<file path="src/rtl/game_pkg.sv">
// Shared constants, colours and FSM encoding for the projectile game datapath.
package game_pkg;

    // Fixed-point fraction width for position and velocity (Q.6).
    localparam int unsigned FRAC_W = 6;

    // VGA adapter resolution.
    localparam int unsigned SCREEN_W = 160;
    localparam int unsigned SCREEN_H = 120;

    localparam logic [2:0] BLACK = 3'b000;
    localparam logic [2:0] WHITE = 3'b111;

    typedef enum logic [3:0] {
        StIdle,
        StLoad,
        StDrawPix,
        StWaitFrame,
        StErase,
        StUpdate,
        StCheck,
        StWin,
        StLose
    } state_e;

    // cos(10 + 10*idx degrees) in Q1.6; sin(idx) is cos_q6(7 - idx).
    function automatic logic [5:0] cos_q6(input logic [2:0] idx);
        case (idx)
            3'd0:    cos_q6 = 6'd63;
            3'd1:    cos_q6 = 6'd60;
            3'd2:    cos_q6 = 6'd55;
            3'd3:    cos_q6 = 6'd49;
            3'd4:    cos_q6 = 6'd41;
            3'd5:    cos_q6 = 6'd32;
            3'd6:    cos_q6 = 6'd22;
            default: cos_q6 = 6'd11;
        endcase
    endfunction

endpackage

</file>
<file path="src/rtl/frame_tick.sv">
// Physics-step timer: counts FRAME_CYCLES enabled cycles and pulses tick on the last one.
module frame_tick #(
    parameter int unsigned FRAME_CYCLES = 833333
) (
    input  logic clk,
    input  logic reset,
    input  logic en,
    input  logic clear,
    output logic tick
);

    localparam int unsigned CntW = (FRAME_CYCLES > 1) ? $clog2(FRAME_CYCLES) : 1;
    localparam logic [CntW-1:0] CntLast = CntW'(FRAME_CYCLES - 1);

    logic [CntW-1:0] cnt_q, cnt_d;

    assign tick = en && (cnt_q == CntLast);

    // Next count: clear wins, wrap to zero on the tick.
    always_comb begin
        cnt_d = cnt_q;
        if (clear) begin
            cnt_d = '0;
        end else if (en) begin
            cnt_d = tick ? '0 : cnt_q + CntW'(1);
        end
    end

    // Counter register.
    always_ff @(posedge clk or posedge reset) begin
        if (reset) begin
            cnt_q <= '0;
        end else begin
            cnt_q <= cnt_d;
        end
    end

endmodule

</file>
<file path="src/rtl/projectile_engine.sv">
// Projectile flight datapath: launch, per-frame erase/update/redraw, and win/lose detection.
module projectile_engine
    import game_pkg::*;
#(
    parameter int unsigned FRAME_CYCLES = 833333,
    parameter int unsigned LAUNCH_X     = 10,
    parameter int unsigned GROUND_Y     = 110,
    parameter int unsigned GRAVITY      = 4,
    parameter int unsigned TARGET_W     = 8,
    parameter int unsigned SCREEN_W     = game_pkg::SCREEN_W,
    parameter logic [2:0]  COLOUR       = WHITE
) (
    input  logic       clk,
    input  logic       reset,
    input  logic       draw_en,
    input  logic [2:0] angle,
    input  logic [2:0] strength,
    input  logic [7:0] target_x,
    output logic       plot,
    output logic [7:0] plot_x,
    output logic [6:0] plot_y,
    output logic [2:0] plot_colour,
    output logic       win,
    output logic       lose
);

    localparam logic [14:0] LaunchXQ   = 15'(LAUNCH_X << FRAC_W);
    localparam logic [8:0]  GroundY9   = 9'(GROUND_Y);
    localparam logic [8:0]  ScreenW9   = 9'(SCREEN_W);
    localparam logic [8:0]  TargetSpan = 9'(TARGET_W - 1);
    localparam logic [10:0] Gravity11  = 11'(GRAVITY);

    state_e             state_q, state_d;
    logic        [14:0] x_q, x_d;    // Q9.6, unsigned
    logic signed [14:0] h_q, h_d;    // Q8.6 height above ground
    logic        [9:0]  vx_q, vx_d;
    logic signed [10:0] vy_q, vy_d;
    logic               last_vis_q, last_vis_d;  // last draw actually reached the screen
    logic               plot_q, plot_d;
    logic        [7:0]  plot_x_q, plot_x_d;
    logic        [6:0]  plot_y_q, plot_y_d;
    logic        [2:0]  plot_colour_q, plot_colour_d;
    logic               win_q, win_d, lose_q, lose_d;

    logic       tick, frame_clear;
    logic [8:0] x_int, h_int;
    logic       hit, vis;

    frame_tick #(
        .FRAME_CYCLES(FRAME_CYCLES)
    ) u_frame_tick (
        .clk  (clk),
        .reset(reset),
        .en   (state_q == StWaitFrame),
        .clear(frame_clear),
        .tick (tick)
    );

    assign x_int = x_q[14:6];
    assign hit   = (x_int >= {1'b0, target_x}) && (x_int <= {1'b0, target_x} + TargetSpan);

    // Next state and physics registers.
    always_comb begin
        state_d = state_q;
        x_d     = x_q;
        h_d     = h_q;
        vx_d    = vx_q;
        vy_d    = vy_q;
        if (state_q != StIdle && !draw_en) begin
            state_d = StIdle;
        end else begin
            case (state_q)
                StIdle:      if (draw_en) state_d = StLoad;
                StLoad: begin
                    x_d     = LaunchXQ;
                    h_d     = '0;
                    vx_d    = 10'(strength) * 10'(cos_q6(angle));
                    vy_d    = $signed(11'(strength) * 11'(cos_q6(3'd7 - angle)));
                    state_d = StDrawPix;
                end
                StDrawPix:   state_d = StWaitFrame;
                StWaitFrame: if (tick) state_d = StErase;
                StErase:     state_d = StUpdate;
                StUpdate: begin
                    x_d     = x_q + {5'd0, vx_q};
                    h_d     = h_q + {{4{vy_q[10]}}, vy_q};
                    vy_d    = vy_q - $signed(Gravity11);
                    state_d = StCheck;
                end
                StCheck: begin
                    if (h_q[14]) begin
                        state_d = hit ? StWin : StLose;
                    end else if (x_int >= ScreenW9) begin
                        state_d = StLose;
                    end else begin
                        state_d = StDrawPix;
                    end
                end
                StWin, StLose: state_d = state_q;
                default:       state_d = StIdle;
            endcase
        end
    end

    assign frame_clear = (state_q == StLoad) || (state_d == StIdle);
    assign h_int       = h_d[14:6];
    assign vis         = (h_int <= GroundY9);

    // Registered outputs decoded from the state being entered.
    always_comb begin
        plot_d        = 1'b0;
        plot_x_d      = plot_x_q;
        plot_y_d      = plot_y_q;
        plot_colour_d = plot_colour_q;
        last_vis_d    = last_vis_q;
        if (state_d == StDrawPix) begin
            last_vis_d = vis;
            if (vis) begin
                plot_d        = 1'b1;
                plot_x_d      = x_d[13:6];
                plot_y_d      = 7'(GroundY9 - h_int);
                plot_colour_d = COLOUR;
            end
        end else if (state_d == StErase && last_vis_q) begin
            plot_d        = 1'b1;
            plot_colour_d = BLACK;
        end
        win_d  = (state_d == StWin);
        lose_d = (state_d == StLose);
    end

    // State, datapath and output registers.
    always_ff @(posedge clk or posedge reset) begin
        if (reset) begin
            state_q       <= StIdle;
            x_q           <= '0;
            h_q           <= '0;
            vx_q          <= '0;
            vy_q          <= '0;
            last_vis_q    <= 1'b0;
            plot_q        <= 1'b0;
            plot_x_q      <= '0;
            plot_y_q      <= '0;
            plot_colour_q <= '0;
            win_q         <= 1'b0;
            lose_q        <= 1'b0;
        end else begin
            state_q       <= state_d;
            x_q           <= x_d;
            h_q           <= h_d;
            vx_q          <= vx_d;
            vy_q          <= vy_d;
            last_vis_q    <= last_vis_d;
            plot_q        <= plot_d;
            plot_x_q      <= plot_x_d;
            plot_y_q      <= plot_y_d;
            plot_colour_q <= plot_colour_d;
            win_q         <= win_d;
            lose_q        <= lose_d;
        end
    end

    assign plot        = plot_q;
    assign plot_x      = plot_x_q;
    assign plot_y      = plot_y_q;
    assign plot_colour = plot_colour_q;
    assign win         = win_q;
    assign lose        = lose_q;

endmodule

</file>
<file path="config.mk">
export PLATFORM = sky130hd
export DESIGN_NAME = projectile_engine
export DESIGN_NICKNAME = d
export VERILOG_FILES = /design/src/rtl/game_pkg.sv /design/src/rtl/frame_tick.sv /design/src/rtl/projectile_engine.sv
export SDC_FILE = /design/constraint.sdc
export NUM_CORES = 1
export LEC_CHECK = 0
export BUFFER_PORTS_ARGS = -buffer_cell sky130_fd_sc_hd__buf_2
export CORE_MARGIN = 2
export CORE_UTILIZATION = 25
export CTS_BUF_LIST = sky130_fd_sc_hd__clkbuf_8
export DETAILED_ROUTE_END_ITERATION = 8
export PLACE_DENSITY = 0.38
export SYNTH_ARGS = -nofsm -noshare
export SYNTH_HDL_FRONTEND = slang
export SYNTH_SLANG_ARGS = --single-unit
</file>
<file path="constraint.sdc">
create_clock -name clk -period 7.2 [get_ports clk]
set_clock_uncertainty 0.05 [all_clocks]
set_input_delay 0.36 -clock clk [delete_from_list [all_inputs] [get_ports clk]]
set_output_delay 0.36 -clock clk [all_outputs]
set_load 0.01 [all_outputs]
</file>
==> summary.txt <==
Leading area contributor after synthesis = dfrtp_1
Dominant cells by area after synthesis = dfrtp_1, ha_1, nand2_1
Setup TNS = 0 ns
Rel. slew slack = 25.5%
Worst path bufs/invs = 3
Top cell type's share of synthesized area = 34.7%
CP dominant cell by count = inv_1
CP Launch Type = register
Worst EP arrival = 4.32 ns
Share of cells above drive strength 1 = 10.2%
Slew @ Worst Pin = 1.12 ns
Io pins = 38
Critical path type = reg2reg
Final Hold Viols = 0
EDFF count, synth = 0
Worst-path fanout max = 18
Static leakage = 3.55 nW
Avg Cell Area, Syn = 8.83 um^2
Cells along the critical path = ha_1 -> inv_1 -> fa_1 -> nor2b_1 -> o31a_1 -> o21ai_0 -> nand2b_1 -> xnor2_1 -> o21ai_0 -> inv_1 -> ha_1 -> inv_1 -> a31oi_1 -> o311a_1 -> mux2_2
Starting Density = 25.3%
Dominant synthesized flop cell = dfrtp_1
Post-CTS Resized = 0
Required time of the critical path = 7.42 ns
Fill count = 2859
Cell area after synthesis = 0.00678 mm^2
Synth Warn # = 0
DR vias/cell = 4.62
RSZ-0062 raised after global routing = false
Hold buffer count at CTS = 0
Hold WC Path Type = in2async
CP Capture Type = register
DIE WIDTH = 169 um
# DRC = 0
Library cells used by synthesis = 65
Clock slew at reported path FFs = 0.11 ns
Cell Rows = 60
CTS tree = built
First-pass GRT wire length = 28400 um
Max Root-Sink Buffers = 2
Gpl congestion = 0.828
Die area = 0.0285 mm^2
Max stage delay on crit path = 0.96 ns
Area delta synth->final = 10.9%
Crit-path leading delay family = compound AO/OA/AOI/OAI gates
Clock sink total = 94
Worst-Skew Late Latency = 0.38 ns
Post-route ant nets = 0
Max Slew Vio Count = 0
Worst R2R Path Depth = 15
Layout net count = 888
WL per Instance = 14.5 um
Peak supply drop = 0.0941 mV
WP depth = 15
Final wirelength = 16600 um
Asr flop ratio synth = 100%
Number of synthesized register bits = 94
Vias in the first global route = 5394
Clock root cell = clkbuf_8
N_diodes = 0
Status = completed
Initial antenna violation count = 0
Power per Cell Area = 220 mW/mm^2
DIE HEIGHT = 169 um
CTS Buf Count = 9
IO buf count = 37
Post-Layout Cell Count = 1143
Most instantiated cells after synthesis = nand2_1, dfrtp_1, nor2_1
Synth Instances = 768
Fin crit period = 4.11 ns
Sequential area share after synthesis = 34.7%
H-tree Lvls = 3
Post-DP HPWL = 12500 um
Gr usage total = 12.4%
Pin count of the biggest net entering global routing = 49
FMAX = 243 MHz
Core ar. = 0.0268 mm^2
Syn_nets = 859
Final setup fails = 0
Max-cap violations = 0
Most frequent cell after synthesis = nand2_1
First-pass iteration count of the detailed router = 6
Tcrit/Tclk final = 57.0%
Setup Buffers After CTS = 0
CP max-delay cell = o311a_1
Vias = 5280
Detailed Route Iter0 Violations = 214
Congestion Overflow GR = 0
# placed instances = 1127
-- placed cells by master (no fill, tap or decap), types with 12 or more instances in the layout --
cell / instances
buf_2: 37
a21o_1: 16
ha_1: 62
inv_1: 57
nand3_1: 27
a21oi_1: 40
fa_1: 12
xor2_1: 23
nand2_1: 107
nor2_1: 67
and2_1: 12
o21ai_0: 48
xnor2_1: 25
dfrtp_1: 94
-- power by group --
part	switching [mW]	internal [mW]	leakage, nW
logic	0.362	0.234	2.22
clock network	0.220	0.168	0.105
registers	0.0708	0.595	1.23
-- sequential cells by signal, indices dropped and copies added (netlist names) --
name / flops
h_q: 15
last_vis_q: 1
lose: 1
plot: 1
plot_colour: 1
plot_x: 8
plot_y: 7
state_q: 4
u_frame_tick.cnt_q: 20
vx_q: 9
vy_q: 11
win: 1
x_q: 15
-- kinds of logic after synthesis --
family / Yosys count / synth area share [%]
and+or+nand+nor: 278 / 19.2
AOI/OAI and AO/OA: 170 / 16.1
DFF: 94 / 34.7
buffers and inverters: 82 / 5.06
adders and majority gates: 74 / 15.0
xor gates and xnor gates: 48 / 6.20
muxes: 22 / 3.78
-- area by class of cell --
| class | count | area [um^2] | share of cell area, % |
|---|---|---|---|
| Clock buffer | 9 | 124 | 1.65 |
| Clock inverter | 7 | 91.3 | 1.21 |
| Inverter | 58 | 220 | 2.93 |
| Multi-Input combinational cell | 592 | 4090 | 54.3 |
| Sequential cell | 94 | 2350 | 31.3 |
| Tap cell | 341 | 427 | 5.67 |
| Timing Repair Buffer | 42 | 223 | 2.96 |
-- layer usage --
layer | vias up | GRT usage, % | wire length (um)
met5 | - | 0 | 0
met4 | 0 | 3.49 | 204
met3 | 13 | 1.54 | 337
met2 | 50 | 21.2 | 7910
met1 | 2484 | 16.3 | 8110
li1 | 2733 | - | -
-- path summary, 6_finish.rpt --
path | startpoint | end | slack (ns)
hold / removal | reset | plot_y[3] | 0.009
hold reg to reg | h_q[4] | h_q[4] | 0.44
max in group asynchronous | reset | vy_q[8] | 6.01
min in group clk | strength[0] | vy_q[0] | 0.27
setup reg to reg | vy_q[0] | plot_y[5] | 3.09
setup / recovery | vy_q[0] | plot_y[5] | 3.09
-- through the flow --
| stage | cell area, um^2 | utilization (%) | worst slack, ns | power, mW | hold WS, ns |
|---|---|---|---|---|---|
| floorplan | 6780 | - | 3.72 | 1.14 | 0.393 |
| global placement | 7310 | 27.3 | 2.81 | 1.29 | 0.412 |
| detailed placement | 7310 | 27.3 | 2.75 | 1.29 | 0.416 |
| CTS | 7520 | 28.1 | 2.97 | 1.69 | 0.0222 |
| global route | 7520 | 28.1 | 2.68 | 1.80 | 0.0621 |
| finish | 7520 | 28.1 | 3.09 | 1.65 | 0.00928 |
Note: power is estimated with default switching activity, not from simulation.
